==> src/rtl/match_controller_pkg.sv <==
// =============================================================================
// Module      : match_controller_pkg
// Description : Action codes, winner codes and controller states shared with
//               the player blocks.
// Revision    : 1.0 - initial release
// =============================================================================
`default_nettype none

package match_controller_pkg;

    localparam logic [2:0] c_ACT_KICK   = 3'b000;
    localparam logic [2:0] c_ACT_PUNCH  = 3'b001;
    localparam logic [2:0] c_ACT_AWAIT  = 3'b010;
    localparam logic [2:0] c_ACT_JUMP   = 3'b011;
    localparam logic [2:0] c_ACT_LEFT1  = 3'b100;
    localparam logic [2:0] c_ACT_LEFT2  = 3'b101;
    localparam logic [2:0] c_ACT_RIGHT1 = 3'b110;
    localparam logic [2:0] c_ACT_RIGHT2 = 3'b111;

    localparam logic [1:0] c_WIN_NONE = 2'b00;
    localparam logic [1:0] c_WIN_P1   = 2'b01;
    localparam logic [1:0] c_WIN_P2   = 2'b10;
    localparam logic [1:0] c_WIN_DRAW = 2'b11;

    localparam logic [5:0] c_TURN_COUNT_MAX = 6'd63;

    typedef enum logic [2:0] {
        ST_IDLE    = 3'd0,
        ST_COLLECT = 3'd1,
        ST_APPLY   = 3'd2,
        ST_SETTLE  = 3'd3,
        ST_CHECK   = 3'd4,
        ST_OVER    = 3'd5
    } state_e;

    // Outcome when at least one player has been knocked out.
    function automatic logic [1:0] ko_winner(input logic [1:0] h1, input logic [1:0] h2);
        logic [1:0] result;
        result = c_WIN_NONE;
        if (h1 == 2'd0 && h2 == 2'd0) begin
            result = c_WIN_DRAW;
        end else if (h1 == 2'd0) begin
            result = c_WIN_P2;
        end else if (h2 == 2'd0) begin
            result = c_WIN_P1;
        end
        return result;
    endfunction

    // Outcome when the turn limit is reached with both players standing.
    function automatic logic [1:0] points_winner(input logic [1:0] h1, input logic [1:0] h2);
        logic [1:0] result;
        result = c_WIN_DRAW;
        if (h1 > h2) begin
            result = c_WIN_P1;
        end else if (h2 > h1) begin
            result = c_WIN_P2;
        end
        return result;
    endfunction

endpackage

`default_nettype wire

==> src/rtl/match_controller_timer.sv <==
// =============================================================================
// Module      : turn_timer
// Description : Loadable down-counter that flags expiry of the action window.
// Revision    : 1.0 - initial release
// =============================================================================
`default_nettype none

module turn_timer #(
    parameter int TURN_TIMEOUT = 16
) (
    input  logic clk,
    input  logic reset,
    input  logic clear,
    input  logic load,
    input  logic enable,
    output logic expired
);

    localparam int                 c_WIDTH      = (TURN_TIMEOUT > 1) ? $clog2(TURN_TIMEOUT) : 1;
    localparam logic [c_WIDTH-1:0] c_LOAD_VALUE = c_WIDTH'(TURN_TIMEOUT - 1);

    logic [c_WIDTH-1:0] count_q;
    logic [c_WIDTH-1:0] count_d;
    logic               armed_q;
    logic               armed_d;

    // Loading with TURN_TIMEOUT-1 makes the TURN_TIMEOUT-th enabled cycle the expiry cycle.
    always_comb begin
        count_d = count_q;
        armed_d = armed_q;
        if (clear) begin
            count_d = '0;
            armed_d = 1'b0;
        end else if (load) begin
            count_d = c_LOAD_VALUE;
            armed_d = 1'b1;
        end else if (enable && armed_q && (count_q != '0)) begin
            count_d = count_q - 1'b1;
        end
    end

    always_ff @(posedge clk or negedge reset) begin
        if (!reset) begin
            count_q <= '0;
            armed_q <= 1'b0;
        end else begin
            count_q <= count_d;
            armed_q <= armed_d;
        end
    end

    assign expired = armed_q && (count_q == '0);

endmodule

`default_nettype wire

==> src/rtl/match_controller.sv <==
// =============================================================================
// Module      : match_controller
// Description : Collects one action per player per turn, strobes them to the
//               player blocks and scores the match from the returned health.
// Revision    : 1.0 - initial release
// =============================================================================
`default_nettype none

module match_controller
    import match_controller_pkg::*;
#(
    parameter int TURN_TIMEOUT = 16,
    parameter int MAX_TURNS    = 32
) (
    input  logic       clk,
    input  logic       reset,
    input  logic       start,
    input  logic       act1_valid,
    input  logic [2:0] act1,
    input  logic       act2_valid,
    input  logic [2:0] act2,
    input  logic [1:0] health1,
    input  logic [1:0] health2,
    output logic       act1_ready,
    output logic       act2_ready,
    output logic [2:0] action1,
    output logic [2:0] action2,
    output logic       action_enable,
    output logic       game_over,
    output logic [1:0] winner,
    output logic [5:0] turn_count,
    output logic       busy
);

    state_e     state_q;
    state_e     state_d;
    logic       latched1_q;
    logic       latched1_d;
    logic       latched2_q;
    logic       latched2_d;
    logic [2:0] action1_q;
    logic [2:0] action1_d;
    logic [2:0] action2_q;
    logic [2:0] action2_d;
    logic [5:0] turn_count_q;
    logic [5:0] turn_count_d;
    logic [1:0] winner_q;
    logic [1:0] winner_d;

    logic       w_take1;
    logic       w_take2;
    logic [5:0] w_turn_next;
    logic       w_knockout;
    logic       w_turn_limit;
    logic       w_timer_load;
    logic       w_timer_clear;
    logic       w_timer_enable;
    logic       w_timer_expired;

    assign act1_ready = (state_q == ST_COLLECT) && !latched1_q;
    assign act2_ready = (state_q == ST_COLLECT) && !latched2_q;
    assign w_take1    = act1_ready && act1_valid;
    assign w_take2    = act2_ready && act2_valid;

    assign w_turn_next  = (turn_count_q == c_TURN_COUNT_MAX) ? c_TURN_COUNT_MAX
                                                             : turn_count_q + 6'd1;
    assign w_knockout   = (health1 == 2'd0) || (health2 == 2'd0);
    assign w_turn_limit = (int'(w_turn_next) == MAX_TURNS);

    always_comb begin
        state_d      = state_q;
        latched1_d   = latched1_q;
        latched2_d   = latched2_q;
        action1_d    = action1_q;
        action2_d    = action2_q;
        turn_count_d = turn_count_q;
        winner_d     = winner_q;
        w_timer_load = 1'b0;

        case (state_q)
            ST_IDLE, ST_OVER: begin
                if (start) begin
                    state_d      = ST_COLLECT;
                    latched1_d   = 1'b0;
                    latched2_d   = 1'b0;
                    turn_count_d = 6'd0;
                    winner_d     = c_WIN_NONE;
                    w_timer_load = 1'b1;
                end
            end

            ST_COLLECT: begin
                if (w_take1) begin
                    action1_d  = act1;
                    latched1_d = 1'b1;
                end
                if (w_take2) begin
                    action2_d  = act2;
                    latched2_d = 1'b1;
                end
                // An offer landing on the expiry cycle is kept; only silent players get await.
                if (latched1_q && latched2_q) begin
                    state_d = ST_APPLY;
                end else if (w_timer_expired) begin
                    if (!latched1_q && !w_take1) begin
                        action1_d = c_ACT_AWAIT;
                    end
                    if (!latched2_q && !w_take2) begin
                        action2_d = c_ACT_AWAIT;
                    end
                    latched1_d = 1'b1;
                    latched2_d = 1'b1;
                    state_d    = ST_APPLY;
                end
            end

            ST_APPLY: begin
                state_d = ST_SETTLE;
            end

            ST_SETTLE: begin
                state_d = ST_CHECK;
            end

            ST_CHECK: begin
                turn_count_d = w_turn_next;
                if (w_knockout) begin
                    winner_d = ko_winner(health1, health2);
                    state_d  = ST_OVER;
                end else if (w_turn_limit) begin
                    winner_d = points_winner(health1, health2);
                    state_d  = ST_OVER;
                end else begin
                    latched1_d   = 1'b0;
                    latched2_d   = 1'b0;
                    w_timer_load = 1'b1;
                    state_d      = ST_COLLECT;
                end
            end

            default: begin
                state_d = ST_IDLE;
            end
        endcase
    end

    always_ff @(posedge clk or negedge reset) begin
        if (!reset) begin
            state_q      <= ST_IDLE;
            latched1_q   <= 1'b0;
            latched2_q   <= 1'b0;
            action1_q    <= c_ACT_AWAIT;
            action2_q    <= c_ACT_AWAIT;
            turn_count_q <= 6'd0;
            winner_q     <= c_WIN_NONE;
        end else begin
            state_q      <= state_d;
            latched1_q   <= latched1_d;
            latched2_q   <= latched2_d;
            action1_q    <= action1_d;
            action2_q    <= action2_d;
            turn_count_q <= turn_count_d;
            winner_q     <= winner_d;
        end
    end

    assign w_timer_enable = (state_q == ST_COLLECT);
    assign w_timer_clear  = (state_q != ST_COLLECT) && !w_timer_load;

    turn_timer #(
        .TURN_TIMEOUT (TURN_TIMEOUT)
    ) u_turn_timer (
        .clk     (clk),
        .reset   (reset),
        .clear   (w_timer_clear),
        .load    (w_timer_load),
        .enable  (w_timer_enable),
        .expired (w_timer_expired)
    );

    assign action1       = action1_q;
    assign action2       = action2_q;
    assign action_enable = (state_q == ST_APPLY);
    assign game_over     = (state_q == ST_OVER);
    assign winner        = winner_q;
    assign turn_count    = turn_count_q;
    assign busy          = (state_q != ST_IDLE) && (state_q != ST_OVER);

endmodule

`default_nettype wire

==> config.mk <==
export PLATFORM = sky130hd
export DESIGN_NAME = match_controller
export DESIGN_NICKNAME = d
export VERILOG_FILES = /design/src/rtl/match_controller_pkg.sv /design/src/rtl/match_controller_timer.sv /design/src/rtl/match_controller.sv
export SDC_FILE = /design/constraint.sdc
export NUM_CORES = 1
export LEC_CHECK = 0
export ABC_CLOCK_PERIOD_IN_PS = 4100
export CAP_MARGIN = 40
export CORE_MARGIN = 4
export CORE_UTILIZATION = 52
export DETAILED_ROUTE_END_ITERATION = 8
export PLACE_DENSITY = 0.79
export REMOVE_ABC_BUFFERS = 1
export SYNTH_ARGS = -nofsm -noshare
export SYNTH_HDL_FRONTEND = slang
export SYNTH_SLANG_ARGS = --single-unit
==> constraint.sdc <==
create_clock -name clk -period 4.1 [get_ports clk]
set_clock_uncertainty 0.15 [all_clocks]
set_input_delay 0.41 -clock clk [delete_from_list [all_inputs] [get_ports clk]]
set_output_delay 0.41 -clock clk [all_outputs]
set_load 0.03 [all_outputs]
# Yosys cells after proc, flatten, opt, wreduce, memory -nomap -nowiden
# Index checks and enable logic that the tools add are counted.
[classes]
n_addsub = 2
order_cmp = 2
eq_ne = 14
mux = 46
n_reduce_logical = 34
[ops]
columns = ["operator", "count"]
rows = [
  ["3-bit two-way mux", 13],
  ["1-bit two-way mux", 16],
  ["3-bit case mux with 5 select lines", 1],
  ["1-bit logical AND", 13],
  ["6-bit equality test (second input constant)", 2],
  ["2-bit two-way mux", 6],
  ["4-bit two-way mux", 3],
  ["6-bit two-way mux", 2],
  ["6-bit case mux with 2 select lines", 1],
  ["3-bit != test (second input constant)", 3],
  ["3-bit nonzero test", 3],
  ["6-bit by 1-bit adder with 6-bit output (second input constant)", 1],
  ["3-bit by 2-bit equality test with 1-bit output (second input constant)", 2],
  ["3-bit equality test (second input constant)", 2],
  ["2-bit != test (second input constant)", 3],
  ["1-bit case mux with 3 select lines", 2],
  ["1-bit logical NOT", 5],
  ["2-bit > comparator", 2],
  ["2-bit logical NOT", 2],
  ["4-bit logical NOT", 1],
  ["2-bit case mux with 2 select lines", 1],
  ["2-bit AND reduction", 2],
  ["4-bit AND reduction", 1],
  ["2-bit nonzero test", 2],
  ["9 further kinds", 9],
]
[totals]
reg_bits = 24
inputBits = 15
output_inout_bits = 19
word_cells = 107

# Logic depth before layout (Yosys ltp)
[logic_depth]
depth_word = 9
mapped_depth = 7
mapped_depth_nobuf = 7

# Cells and area by module
# From an unflattened synthesis, not the netlist that was laid out.
[hier_totals]
hier_cells = 158
hier_area_um2 = 1421.4
[modules_own_cells]
columns = ["mod", "n_inst", "cells_per_inst", "area_per_inst_um2", "seq_area_each_um2"]
rows = [
  ["match_controller", 1, 126, 1131.1, 478.0],
  ["turn_timer", 1, 32, 290.3, 125.1],
]

# Least setup slack after synthesis
# OpenSTA, ideal clock, no wires.
[synth_path]
path_kind = "flip-flop to flip-flop"
startpoint = "register turn_count_q[0], in the netlist turn_count[0]"
endpoint = "register u_turn_timer.armed_q"
setup_time_ns = 0.147
t_arrival_ns = 1.925
setup_slack_ns = 1.878
stages_incl_launch_ff = 7
period_less_slack_ns = 2.222
cell_sequence = "dfrtp_1 ha_1 or2_1 a211oi_1 o22ai_2 a31oi_1 o21ai_0"
[synth_via]
elab_chain_len = 9
elab_cells_between_ends = 11
[synth_lines]
columns = ["element", "line", "source"]
rows = [
  ["start: declaration", "match_controller.sv:45", "logic [5:0] turn_count_q;"],
  ["start signal: assignment", "match_controller.sv:162", "turn_count_q <= turn_count_d;"],
  ["6-bit by 1-bit adder with 6-bit output or 6-bit equality test (tied branches)", "match_controller.sv:66, match_controller.sv:65", ""],
  ["6-bit two-way mux *", "match_controller.sv:65", "assign w_turn_next = (turn_count_q == c_TURN_COUNT_MAX) ? c_TURN_COUNT_MAX"],
  ["6-bit equality test *", "match_controller.sv:68", "assign w_turn_limit = (int'(w_turn_next) == MAX_TURNS);"],
  ["1-bit two-way mux *", "match_controller.sv:130", "end else if (w_turn_limit) begin"],
  ["1-bit two-way mux *", "match_controller.sv:127", "if (w_knockout) begin"],
  ["1-bit case mux with 2 select lines *", "match_controller.sv:80", "case (state_q)"],
  ["1-bit logical NOT", "match_controller.sv:168", "assign w_timer_clear = (state_q != ST_COLLECT) && !w_timer_load;"],
  ["1-bit logical AND", "match_controller.sv:168", ""],
  ["1-bit two-way mux or 2-bit nonzero test (tied branches)", "n/a", ""],
  ["end signal: assignment", "match_controller_timer.sv:48", "armed_q <= armed_d;"],
  ["end: declaration", "match_controller_timer.sv:24", "logic armed_q;"],
]
# Every way passes the cells marked *; elsewhere a longest branch is shown, timed or not.
# A chain may end at the register's enable or synchronous reset.

# Worst setup path in the final report
[layout_path]
startpoint = "register state_q[1]"
endpoint = "output act1_ready"
[layout_via]
elab_chain_len = 2
[layout_lines]
columns = ["element", "line", "source"]
rows = [
  ["start: declaration", "match_controller.sv:35", "state_e state_q;"],
  ["start signal: assignment", "match_controller.sv:157", "state_q <= state_d;"],
  ["3-bit by 1-bit equality test with 1-bit output", "match_controller.sv:60", "assign act1_ready = (state_q == ST_COLLECT) && !latched1_q;"],
  ["1-bit logical AND", "match_controller.sv:60", ""],
  ["end: declaration", "match_controller.sv:24", "output logic act1_ready,"],
]
# Every way passes these cells.

==> summary.md <==
| Metric | Value |
|---|---|
| PwrDens | 662.1 nW/um2 |
| I/O Buffers | 33 |
| Yosys top cell by area | dfrtp_1 |
| Multi-input combinational cell area | 740.7 um2 |
| Mapped Cells | 147 |
| GRT Overall Usage | 19.40% |
| PostCTS Resize Cnt | 0 |
| Largest net degree at the start of global routing | 17 |
| Clock Tree Root | clkbuf_4 |
| DR DRC count | 0 |
| R2R cell count | 6 |
| Fraction of registers with async set/reset | 100.0% |
| Post-synth EDFFs | 0 |
| Initial antenna violation count | 0 |
| Reg clk slew, reported paths | 0.12 ns |
| Via Count | 1270 |
| Synth top area share | 39.60% |
| Fin util | 71.33% |
| Worst-case clock buffer depth | 2 |
| Share of cells above drive strength 1 | 10.44% |
| Pre-CTS setup slack | 1.584 ns |
| Register area | 603.1 um2 |
| Number of diodes | 0 |
| Clk pwr share | 8.6% |
| Layout area overhead | 29.43% |
| Filler Cell Count | 196 |
| Final WS setup | 1.251 ns |
| Hpwl dp | 2464 um |
| Worst r2r src | turn_count[0] |
| First-pass GRT wire length | 5313 um |
| Die width | 59.71 um |
| Delay-heaviest family, CP | simple AND/OR/NAND/NOR gates |
| Seq cells post-synth | 24 |
| Vias in the first global route | 1183 |
| Worst-margin pin slew | 0.5991 ns |
| CTS Buf Count | 3 |
| Critical Path Source Type | flip-flop |
| Sequence of cells on the critical path | or3b_1, nor2_4, clkdlybuf4s50_1 |
| Arrival time worst endpoint | 2.29 ns |
| Core area | 2522 um2 |
| Final Max Tran Viols | 0 |
| Num Clock Sinks | 24 |
| CP Capture Type | primary output |
| Max cap viols | 0 |
| Final Hold Slack | 0.2755 ns |
| Worst min-delay path category | input pin to async pin |
| Max FO, Critical Path | 11 |
| # rows | 18 |
| Final antenna-violating net count | 0 |
| Setup repair bufs after CTS | 0 |
| Die Span Y | 59.71 um |
| Starting Density | 55.11% |
| CP max stage cell | clkdlybuf4s50_1 |
| Clock Latency Late Sink | 0.31 ns |
| # setup viols final | 0 |
| Syn. warnings | 0 |
| Final hold vios | 0 |
| Status | completed |
| Critical path type | flip-flop to primary output |
| Stages on worst setup path | 3 |
| Largest stage delay, worst path | 0.69 ns |
| Leak | 0.7708 nW |
| Peak VDD IR | 455.0 uV |
| Sequential element share of the synthesized area | 43.38% |
| Grt ovf | 0 |
| Bufs and invs on worst path | 1 |
| Vias per cell | 5.991 |
| Post-Synthesis Cell Area | 1390 um2 |
| Fin crit share | 69.49% |
| Post-synthesis area per instance | 9.456 um2 |
| WL per Instance | 15.02 um |
| 1st-pass router iterations | 4 |
| CTS H-tree lvls | 1 |
| Area contributors post-synth | dfrtp_1 40%, a21oi_1 4.7%, nor2_1 4.6% |
| Synth cell types | 42 |
| # hold bufs at CTS | 0 |
| Pint | 654.5 uW |
| Drt first-iter violations | 44 |
| CP required | 3.54 ns |
| Crit. Startpoint | state_q[1] |
| TNS Setup | 0 ns |
| Switch Pwr | 536.9 uW |
| Register share of total power | 34.9% |
| Sw Share | 45.06% |
| CTS tree | done |
| Prevailing post-synth register cell | dfrtp_1 |
| GPL Wtd Cong | 0.8534 |
| # IOs | 34 |
| Total Wirelength | 3185 um |
| Fmax | 351.0 MHz |
| Tot Pwr | 1.191 mW |
| Net count, final | 204 |
| Combinational share of power | 56.5% |
| Unrepaired setup endpoints after global routing | false |
| Minimum clock period | 2.849 ns |
| Die ar. | 3565 um2 |
| Worst relative slew slack | 59.89% |
==> routing by layer <==
layer	vias to the layer above	track usage, %	routed length [um]
li1	600	-	-
met1	623	26.13	1413
met5	-	0	0
met3	6	4.104	250
met4	0	5.063	41
met2	41	31.64	1480
==> power by group through the flow <==
stage | combinational (mW) | sequential (mW) | clock, mW
after floorplan | 0.364 | 0.489 | 0
after global placement | 0.651 | 0.411 | 0
after detailed placement | 0.676 | 0.420 | 0
after CTS | 0.680 | 0.415 | 0.105
after global routing | 0.738 | 0.432 | 0.117
final | 0.673 | 0.416 | 0.102
==> worst reg2reg max path, delay by kind of cell (launching register included) <==
kind / cells / cell delay [ns]
compound gates: 4 / 1.12
fa+ha+maj: 1 / 0.30
simple gates: 1 / 0.23
flops: 1 / 0.47
==> per-stage QoR <==
stage / area, um2 / std cells
floorplan: 1381 / 145
global placement: 1749 / 208
detailed placement: 1777 / 209
CTS: 1799 / 212
global route: 1799 / 212
finish: 1799 / 212
==> sequential cells by signal, summed over array words and instances (netlist names) <==
signal and flops:
action1 3, action2 3, latched1_q 1, latched2_q 1, state_q 3, turn_count 6, u_turn_timer.armed_q 1, u_turn_timer.count_q 4
winner 2
==> final cells by class <==
| class | count | share of cell area [%] |
|---|---|---|
| clock buffer | 3 | 1.252 |
| inverter | 10 | 2.086 |
| tap | 30 | 2.086 |
| timing repair buffer | 34 | 19.89 |
| multi-input combinational | 111 | 41.17 |
| sequential | 24 | 33.52 |
==> kinds of logic after synthesis <==
family	after synthesis	share of synthesized area, %
AOI/OAI and AO/OA	41	19.80
DFF	24	43.38
muxes	3	2.250
adders and majority gates	5	4.500
and+or+nand+nor	61	26.10
buffers and inverters	12	3.330
xor gates and xnor gates	1	0.6302
==> cells in the final DEF, fill, tap and decap left out, types with 2 or more instances in the layout <==
cell type         n
a31oi_1           3
and4_2            2
mux2i_1           2
inv_1            10
o21ai_0          11
clkbuf_4          3
nor2_1           17
and2_1            2
nand2b_1          5
nand2_1           8
a21oi_1          13
dfstp_2           2
nor3_1            3
nor2_4            2
dfrtp_1          22
clkdlybuf4s50_1  33
nor2b_1           5
a32o_1            4
o21a_1            2
nand3_1           4
nor3b_1           3
ha_1              5
==> synthesized netlist by cell type, types with 2 or more instances <==
cell and count:
nand2b_1 5, o21ai_0 11, mux2i_1 2, nor2_1 17
dfstp_2 2, nor2b_1 5, nor3b_1 3, nand2_1 8
nand3_1 4, and4_2 2, inv_1 10, a31oi_1 3
and2_1 2, nor3_1 3, nor2_4 2, ha_1 5
dfrtp_1 22, a21oi_1 13, a32o_1 4, o21a_1 2
==> final timing paths <==
| path | to | slack [ns] |
|---|---|---|
| max reg2reg | u_turn_timer.armed_q | 1.70 |
| min in group clk | action1[1] | 0.32 |
| min reg2reg | action1[1] | 0.32 |
| min | u_turn_timer.count_q[2] | 0.28 |
| max | act1_ready | 1.25 |
| max in group asynchronous | action1[1] | 3.00 |
Note: power is estimated with default switching activity, not from simulation.
